$ cat config.mk
export PLATFORM = sky130hd
export DESIGN_NAME = ghr_index_unit
export DESIGN_NICKNAME = d
export VERILOG_FILES = /design/src/rtl/ghr_index_unit_pkg.sv /design/src/rtl/ghr_ckpt_fifo.sv /design/src/rtl/ghr_index_unit.sv
export SDC_FILE = /design/constraint.sdc
export NUM_CORES = 1
export LEC_CHECK = 0
export ABC_AREA = 0
export CAP_MARGIN = 5
export CORE_ASPECT_RATIO = 1.1
export CORE_UTILIZATION = 35
export DETAILED_ROUTE_END_ITERATION = 10
export SYNTH_ARGS = -nofsm -noshare
export SYNTH_HDL_FRONTEND = slang
export SYNTH_SLANG_ARGS = --single-unit
$ cat constraint.sdc
create_clock -name clk -period 6.1 [get_ports clk]
set_input_delay 1.22 -clock clk [delete_from_list [all_inputs] [get_ports clk]]
set_output_delay 1.22 -clock clk [all_outputs]
set_load 0.1 [all_outputs]
$ cat src/rtl/ghr_index_unit_pkg.sv
// Shared widths, opcode constant and checkpoint entry type for the global-history index unit.
package ghr_index_unit_pkg;

    localparam int PT_IDX_W = 12;
    localparam int GHR_W = 12;
    localparam logic [6:0] BR_OPCODE = 7'b1100011;

    typedef struct packed {
        logic [PT_IDX_W-1:0] idx;
        logic [GHR_W-1:0]    hist;
    } ghr_ckpt_t;

endpackage

$ cat src/rtl/ghr_ckpt_fifo.sv
// In-flight branch checkpoint FIFO: DEPTH entries, flush, registered head entry.
module ghr_ckpt_fifo
    import ghr_index_unit_pkg::*;
#(
    parameter int DEPTH = 4
) (
    input  logic      clk,
    input  logic      rst,
    input  logic      push,
    input  logic      pop,
    input  logic      flush,
    input  ghr_ckpt_t din,
    output ghr_ckpt_t head,
    output logic      head_valid,
    output logic      full
);

    localparam int PTR_W = $clog2(DEPTH);
    localparam int CNT_W = PTR_W + 1;

    ghr_ckpt_t        mem [DEPTH];
    logic [PTR_W-1:0] rd_ptr;
    logic [PTR_W-1:0] wr_ptr;
    logic [PTR_W-1:0] rd_next;
    logic [CNT_W-1:0] count;
    logic [CNT_W-1:0] count_next;
    logic             push_ok;
    logic             pop_ok;

    assign head_valid = (count != '0);
    assign full       = (count == CNT_W'(DEPTH));
    assign push_ok    = push & ~full & ~flush;
    assign pop_ok     = pop & head_valid;

    always_comb begin
        rd_next    = pop_ok ? rd_ptr + PTR_W'(1) : rd_ptr;
        count_next = count;
        if (push_ok && !pop_ok)
            count_next = count + CNT_W'(1);
        else if (pop_ok && !push_ok)
            count_next = count - CNT_W'(1);
    end

    always_ff @(posedge clk) begin
        if (push_ok)
            mem[wr_ptr] <= din;
    end

    // Head is re-registered every cycle; a push into the slot becoming head bypasses the array.
    always_ff @(posedge clk or posedge rst) begin
        if (rst) begin
            rd_ptr <= '0;
            wr_ptr <= '0;
            count  <= '0;
            head   <= '0;
        end else if (flush) begin
            rd_ptr <= wr_ptr;
            count  <= '0;
            head   <= '0;
        end else begin
            if (push_ok)
                wr_ptr <= wr_ptr + PTR_W'(1);
            rd_ptr <= rd_next;
            count  <= count_next;
            if (count_next == '0)
                head <= '0;
            else if (push_ok && (rd_next == wr_ptr))
                head <= din;
            else
                head <= mem[rd_next];
        end
    end

endmodule

$ cat src/rtl/ghr_index_unit.sv
// Global history tracking, pattern-table index generation and mispredict repair.
// GSHARE_HASH_EN: hash history into addr (gshare); undefined gives bimodal indexing.
module ghr_index_unit
    import ghr_index_unit_pkg::*;
#(
    parameter int IDX_W = PT_IDX_W,
    parameter int HIST_W = GHR_W,
    parameter int DEPTH = 4
) (
    input  logic              clk,
    input  logic              rst,
    input  logic [31:0]       fetch_pc,
    input  logic              fetch_valid,
    input  logic              fetch_is_branch,
    input  logic              predict,
    output logic [IDX_W-1:0]  addr,
    input  logic              resolve_valid,
    input  logic              resolve_taken,
    input  logic              resolve_mispredict,
    output logic [IDX_W-1:0]  past,
    output logic              past_valid,
    output logic              full,
    output logic [HIST_W-1:0] arch_hist,
    output logic              err_underflow
);

    logic [HIST_W-1:0] spec_hist;
    ghr_ckpt_t         ckpt_in;
    ghr_ckpt_t         ckpt_head;
    logic              push;
    logic              pop;
    logic              flush;
    logic              unused_pc;

    `ifdef GSHARE_HASH_EN
    assign addr = fetch_pc[IDX_W+1:2] ^ IDX_W'(spec_hist);
    `else
    assign addr = fetch_pc[IDX_W+1:2];
    `endif

    assign unused_pc = ^{fetch_pc[31:IDX_W+2], fetch_pc[1:0]};

    // A fetch in the same cycle as a mispredict is on the wrong path and is dropped.
    assign push  = fetch_valid & fetch_is_branch & ~full & ~(resolve_valid & resolve_mispredict);
    assign pop   = resolve_valid & past_valid;
    assign flush = pop & resolve_mispredict;

    assign ckpt_in.idx  = addr;
    assign ckpt_in.hist = spec_hist;
    assign past         = ckpt_head.idx;

    ghr_ckpt_fifo #(
        .DEPTH(DEPTH)
    ) u_fifo (
        .clk        (clk),
        .rst        (rst),
        .push       (push),
        .pop        (pop),
        .flush      (flush),
        .din        (ckpt_in),
        .head       (ckpt_head),
        .head_valid (past_valid),
        .full       (full)
    );

    // Repair rebuilds speculative history from the mispredicted branch's checkpoint.
    always_ff @(posedge clk or posedge rst) begin
        if (rst) begin
            spec_hist     <= '0;
            arch_hist     <= '0;
            err_underflow <= 1'b0;
        end else begin
            if (flush)
                spec_hist <= {ckpt_head.hist[HIST_W-2:0], resolve_taken};
            else if (push)
                spec_hist <= {spec_hist[HIST_W-2:0], predict};
            if (pop)
                arch_hist <= {arch_hist[HIST_W-2:0], resolve_taken};
            if (resolve_valid && !past_valid)
                err_underflow <= 1'b1;
        end
    end

endmodule

==> flow_metrics.py, run 1 <==
metrics = {
    "finish": {
        "seqCellArea_mm2": 0.00224,
        "n_fill_cell": 968,
        "diodes": 0,
        "drive_gt1_frac": 0.180,
        "stdcell_area_mm2": 0.00473,
        "stdcell_count": 471,
        "synthToLayoutAreaGrowth_pct": 24.2,
        "multi_input_area_mm2": 0.00130,
        "nNetsFinal": 370,
        "finish.utilization": 0.451,
    },
    "global_routing": {
        "grt_usage": 0.168,
        "grt-ovfl-total": 0,
        "grtUsageMet2": 0.269,
        "antenna_found_initial": 0,
        "grt_pass1_vias": 2464,
        "top_usage_layer": "met2",
        "grt_max_degree": 33,
        "grt_first_pass_wirelength_mm": 14.0,
        "met1_usage": 0.216,
        "met3_usage": 0.0471,
    },
    "synthesis": {
        "synth_top_area_cell": "edfxtp_1",
        "ys_seq_area_frac": 0.588,
        "synth-simple-area-share": 0.0364,
        "yosys.cell_types.count": 42,
        "synth_compound_area_frac": 0.195,
        "muxShareOfSynthArea": 0.0761,
        "synth_area_per_cell_um2": 13.4,
        "synth.area.top_cells": "edfxtp_1, dfrtp_1, mux2_2",
        "syn_area_mm2": 0.00381,
        "synthCells": 284,
        "synth_fp_nets": 331,
        "synth_seq_cells": 80,
        "synth_top_family_by_area": "compound AO/OA/AOI/OAI gates",
        "yosys.area_share.adder": 0.0230,
        "synth_xor_area_frac": 0.00689,
        "yosys_warnings": 0,
        "yosys-top-cells-count": "edfxtp_1, dfrtp_1, mux2_2",
        "synth.top_cell.area_share": 0.378,
        "synth.most_common_cell": "edfxtp_1",
        "synth-edff-count": 48,
        "synthArstFlopShare": 0.400,
        "synthFlopType": "edfxtp_1",
    },
    "clock_tree": {
        "cts_max_level": 3,
        "cts_buffer_depth": 2,
        "cts_tree": "built",
        "clockRootBuffer": "clkbuf_16",
        "cts-resized-gates": 0,
        "ctsHoldBuffers": 0,
        "clock_latency_ns": 0.33,
        "clkSlewWorstSetupHoldPaths_ns": 0.06,
        "postCtsSetupRepairBufs": 0,
        "cts.sinks": 80,
        "cts-buffers-inserted": 9,
    },
    "place": {
        "placed_cells": 455,
        "dp_hpwl_mm": 5.37,
        "io_buffers": 57,
        "place_area_mm2": 0.00442,
        "gp_congestion": 0.791,
    },
    "route": {
        "vias": 2543,
        "drc_errors": 0,
        "wire_per_inst_um": 19.0,
        "firstDrtPassIters": 4,
        "routed_wl_mm": 8.95,
        "drt_iter0_drc": 158,
        "ant_nets": 0,
        "vias_per_cell": 5.40,
    },
    "floorplanning": {
        "die_x_um": 102,
        "io-pin-count": 79,
        "fp.dieH_um": 111,
        "fp-row-count": 39,
        "start_util": 0.363,
        "dieArea_mm2": 0.0113,
        "core_mm2": 0.0105,
    },
    "critical_path": {
        "crit_path_max_fanout": 21,
        "crit_start": "resolve_valid",
        "r2r_start": "u_fifo.count[0]",
        "end_kind": "flop",
        "crit_arrival_ns": 4.23,
        "reg2reg_setup_slack_ns": 2.87,
        "start_kind": "input pin",
        "reg2reg_depth": 8,
        "reg2reg_to": "u_fifo.head[16]",
        "critPathKind": "input pin to flop",
        "required_ns": 6.06,
        "crit_end": "u_fifo.mem[0][23]",
    },
    "sta": {
        "final.period_utilization": 0.701,
        "setup_viol": 0,
        "fin_setup_tns_ns": 0,
        "slew_headroom": 0.194,
        "fmax_ghz": 0.234,
        "rsz0062_at_grt": "false",
        "clock_skew_ns": 0.00600,
        "finalHoldViolations": 0,
        "final_max_slew_viol_count": 0,
        "min_period_ns": 4.27,
        "tightest_slew_ns": 1.20,
    },
    "worst_hold_path": {
        "holdCritPathClass": "flop to flop",
    },
    "job": {
        "max_cap_violations": 0,
    },
    "status": {
        "status": "finished, final reports clean",
    },
}
==> registers in the layout (all words and copies together), names as in the netlist <==
register,count
err_underflow,1
u_fifo.count,3
arch_hist,12
u_fifo.head,12
u_fifo.rd_ptr,2
u_fifo.wr_ptr,2
u_fifo.mem,48
==> metrics by stage <==
stage,hold slack (ns),setup slack [ns]
final,0.461,1.83
after global routing,0.511,1.68
after CTS,0.467,1.84
after detailed placement,0.453,1.48
after global placement,0.442,1.51
after floorplan,0.567,2.88
==> worst max-delay path: stages <==
cell             delay (ns)
clkdlybuf4s50_1        0.88
and2_1                 0.44
nor3_1                 0.97
and2_1                 0.72
==> per-layer routing <==
| layer | part of all wire | wire length (um) |
|---|---|---|
| met5 | 0 | 0 |
| met4 | 0.012 | 103 |
| met2 | 0.50 | 4480 |
| met3 | 0.060 | 536 |
| met1 | 0.43 | 3830 |
==> layout by cell type, fill, tap and decap left out, types with 2 or more instances in the layout <==
cell type,synthesis,final
a311o_1,12,12
clkinv_4,0,2
buf_4,12,5
mux2_2,24,24
a21o_1,3,3
o21ai_0,4,4
dfrtp_1,32,32
a21oi_1,6,6
xnor2_1,3,3
a211oi_1,12,12
nand2_1,5,5
nor3_1,3,2
inv_4,1,2
clkdlybuf4s50_1,0,57
nor2_1,4,4
or3_1,2,2
a221o_1,2,2
a221oi_2,10,10
and2_1,6,6
a221oi_1,2,2
a31oi_1,12,12
mux2i_1,2,2
ha_1,7,7
inv_1,23,23
edfxtp_1,48,48
a222oi_1,12,12
clkbuf_16,0,10
==> how the worst min path moves through the flow <==
| stage | startpoint | to | slack (ns) | cells past startpoint |
|---|---|---|---|---|
| after floorplan | u_fifo.wr_ptr[1] | u_fifo.rd_ptr[1] | 0.57 | 1 |
| after global placement | err_underflow | err_underflow | 0.44 | 1 |
| after detailed placement | err_underflow | err_underflow | 0.45 | 1 |
| after CTS | err_underflow | err_underflow | 0.47 | 1 |
| after global routing | err_underflow | err_underflow | 0.51 | 1 |
| final | err_underflow | err_underflow | 0.46 | 1 |
==> layout make-up <==
class                           count  area share
Tap cell                          143      0.0378
Clock inverter                      5      0.0132
Multi-Input combinational cell    146       0.274
Inverter                           24      0.0196
Sequential cell                    80       0.474
Clock buffer                       11      0.0536
Timing Repair Buffer               62       0.128
==> kinds of logic after synthesis <==
kind of cell	after synthesis
adders and majority gates	7
and+or+nand+nor	26
DFF	80
buffers and inverters	58
muxes	26
AOI/OAI and AO/OA	84
xor gates and xnor gates	3
Power of run 1 is not shown: default switching activity piles up to over one toggle a cycle in this logic, so the estimate is an artifact.
==> inputs of run 2 (changes only) <==
==> constraint.sdc (replaced) <==
create_clock -name clk -period 4 [get_ports clk]
set_input_delay 0.8 -clock clk [delete_from_list [all_inputs] [get_ports clk]]
set_output_delay 0.8 -clock clk [all_outputs]
set_load 0.1 [all_outputs]
==> run 2 against run 1 <==
Net effect:
- non-clock buffer count is 7 higher
- cell count up 1.5%
- via count is 3.2% higher
- core utilization is 0.18 points higher
- wire length is 2.3% lower
- flip-flop and latch count unchanged
- register-to-register slack lost 2.0 ns
==> flow_metrics.py, run 2 (synthesis results as in run 1) <==
metrics = {
    "status": {
        "status": "finished, final reports clean",
    },
    "route": {
        "wire_per_inst_um": 18.3,
        "ant_nets": 0,
        "routed_wl_mm": 8.74,
        "drt_iter0_drc": 178,
        "vias": 2624,
        "vias_per_cell": 5.49,
        "drc_errors": 0,
        "firstDrtPassIters": 5,
    },
    "sta": {
        "final.period_utilization": 0.790,
        "tightest_slew_ns": 1.12,
        "fin_setup_tns_ns": 0,
        "finalHoldViolations": 0,
        "final_max_slew_viol_count": 0,
        "rsz0062_at_grt": "false",
        "fmax_ghz": 0.316,
        "clock_skew_ns": 0.00404,
        "min_period_ns": 3.16,
        "slew_headroom": 0.256,
        "setup_viol": 0,
    },
    "critical_path": {
        "reg2reg_to": "u_fifo.head[23]",
        "crit_path_max_fanout": 18,
        "end_kind": "flop",
        "cp_slowest_stage_delay_ns": 0.63,
        "required_ns": 4.20,
        "reg2reg_depth": 8,
        "cpLargestDelayFamily": "compound AO/OA/AOI/OAI gates",
        "cp_slowest_cell": "a221o_1",
        "r2r_start": "u_fifo.count[0]",
        "reg2reg_setup_slack_ns": 0.84,
        "crit_chain": "inv_1, ha_1, nor2b_2, inv_4, a2111o_1, and2_0, a221o_1, a221oi_1",
        "crit_arrival_ns": 3.36,
        "start_kind": "flop",
        "critPathKind": "flop to flop",
        "path_buf_inv": 2,
    },
    "floorplanning": {
        "dieArea_mm2": 0.0113,
        "fp-row-count": 39,
        "die_x_um": 102,
        "io-pin-count": 79,
        "fp.dieH_um": 111,
        "start_util": 0.363,
        "core_mm2": 0.0105,
    },
    "worst_hold_path": {
        "hp-start": "err_underflow",
        "holdPathStages": 1,
        "hold_end": "err_underflow",
        "holdCritPathClass": "flop to flop",
    },
    "global_routing": {
        "grt-ovfl-total": 0,
        "grt_first_pass_wirelength_mm": 14.1,
        "antenna_found_initial": 0,
        "grt_usage": 0.166,
        "grt_max_degree": 31,
        "grt_pass1_vias": 2587,
    },
    "finish": {
        "nNetsFinal": 377,
        "reg_top3": "u_fifo.mem (48), arch_hist (12), u_fifo.head (12)",
        "final_cell_mix": "edfxtp_1, clkdlybuf4s50_1, dfrtp_1",
        "diodes": 0,
        "largest_reg_flops": 48,
        "synthToLayoutAreaGrowth_pct": 24.7,
        "drive_gt1_frac": 0.233,
        "mostFrequentLayoutCell": "edfxtp_1",
        "top_register": "u_fifo.mem",
    },
    "clock_tree": {
        "cts.sinks": 80,
        "cts_tree": "built",
        "postCtsSetupRepairBufs": 0,
        "cts-buffers-inserted": 9,
        "ctsHoldBuffers": 0,
        "cts_buffer_depth": 2,
        "cts-resized-gates": 0,
        "clock_latency_ns": 0.33,
        "clockRootBuffer": "clkbuf_16",
        "clkSlewWorstSetupHoldPaths_ns": 0.06,
        "cts_max_level": 3,
    },
    "place": {
        "gp_congestion": 0.765,
        "dp_hpwl_mm": 5.66,
        "io_buffers": 57,
    },
    "job": {
        "max_cap_violations": 0,
    },
}
==> run 2: changes by cell type in the layout (fill, tap and decap cells not counted), sizes merged <==
cell and change:
buf +21, clkdlybuf4s50 -14, clkinv -2, bufinv +1
clkbuf +1, clkinvlp +1, inv -1
==> run 2: stage by stage <==
step	cells	instance area [um2]	utilization	hold WS (ns)	worst slack, ns
after floorplan	284	3810	-	0.567	0.889
after global placement	462	4430	0.422	0.439	0.649
after detailed placement	462	4430	0.422	0.451	0.642
after CTS	478	4750	0.453	0.468	0.852
after global routing	478	4750	0.453	0.505	0.656
final	478	4750	0.453	0.469	0.840
==> run 2: per-layer routing <==
layer  part of all wire  global-route usage  vias to the layer above
li1                   -                   -                     1198
met1               0.44               0.224                     1303
met2               0.48               0.266                      110
met3              0.060              0.0314                       13
met4              0.018              0.0589                        0
met5                  0                   0                        -
==> run 2: how the worst max path moves through the flow <==
| stage | from | to | slack (ns) | cells after the start |
|---|---|---|---|---|
| 6_report | u_fifo.count[0] | u_fifo.head[23] | 0.84 | 8 |
| 5_1_grt | u_fifo.count[0] | u_fifo.head[23] | 0.66 | 8 |
| 4_1_cts | u_fifo.count[0] | u_fifo.head[23] | 0.85 | 8 |
| 3_5_place_dp | resolve_mispredict | u_fifo.head[23] | 0.64 | 6 |
| 3_3_place_gp | resolve_mispredict | u_fifo.head[23] | 0.65 | 6 |
| 2_1_floorplan | u_fifo.count[0] | u_fifo.head[22] | 0.89 | 10 |
==> run 2: cell type report <==
class	count	area [um2]
Clock buffer	12	246
Clock inverter	4	76.3
Fill cell	957	5740
Inverter	24	92.6
Multi-Input combinational cell	146	1290
Sequential cell	80	2240
Tap cell	143	179
Timing Repair Buffer	69	626
Power of run 2 is left out for the same reason.
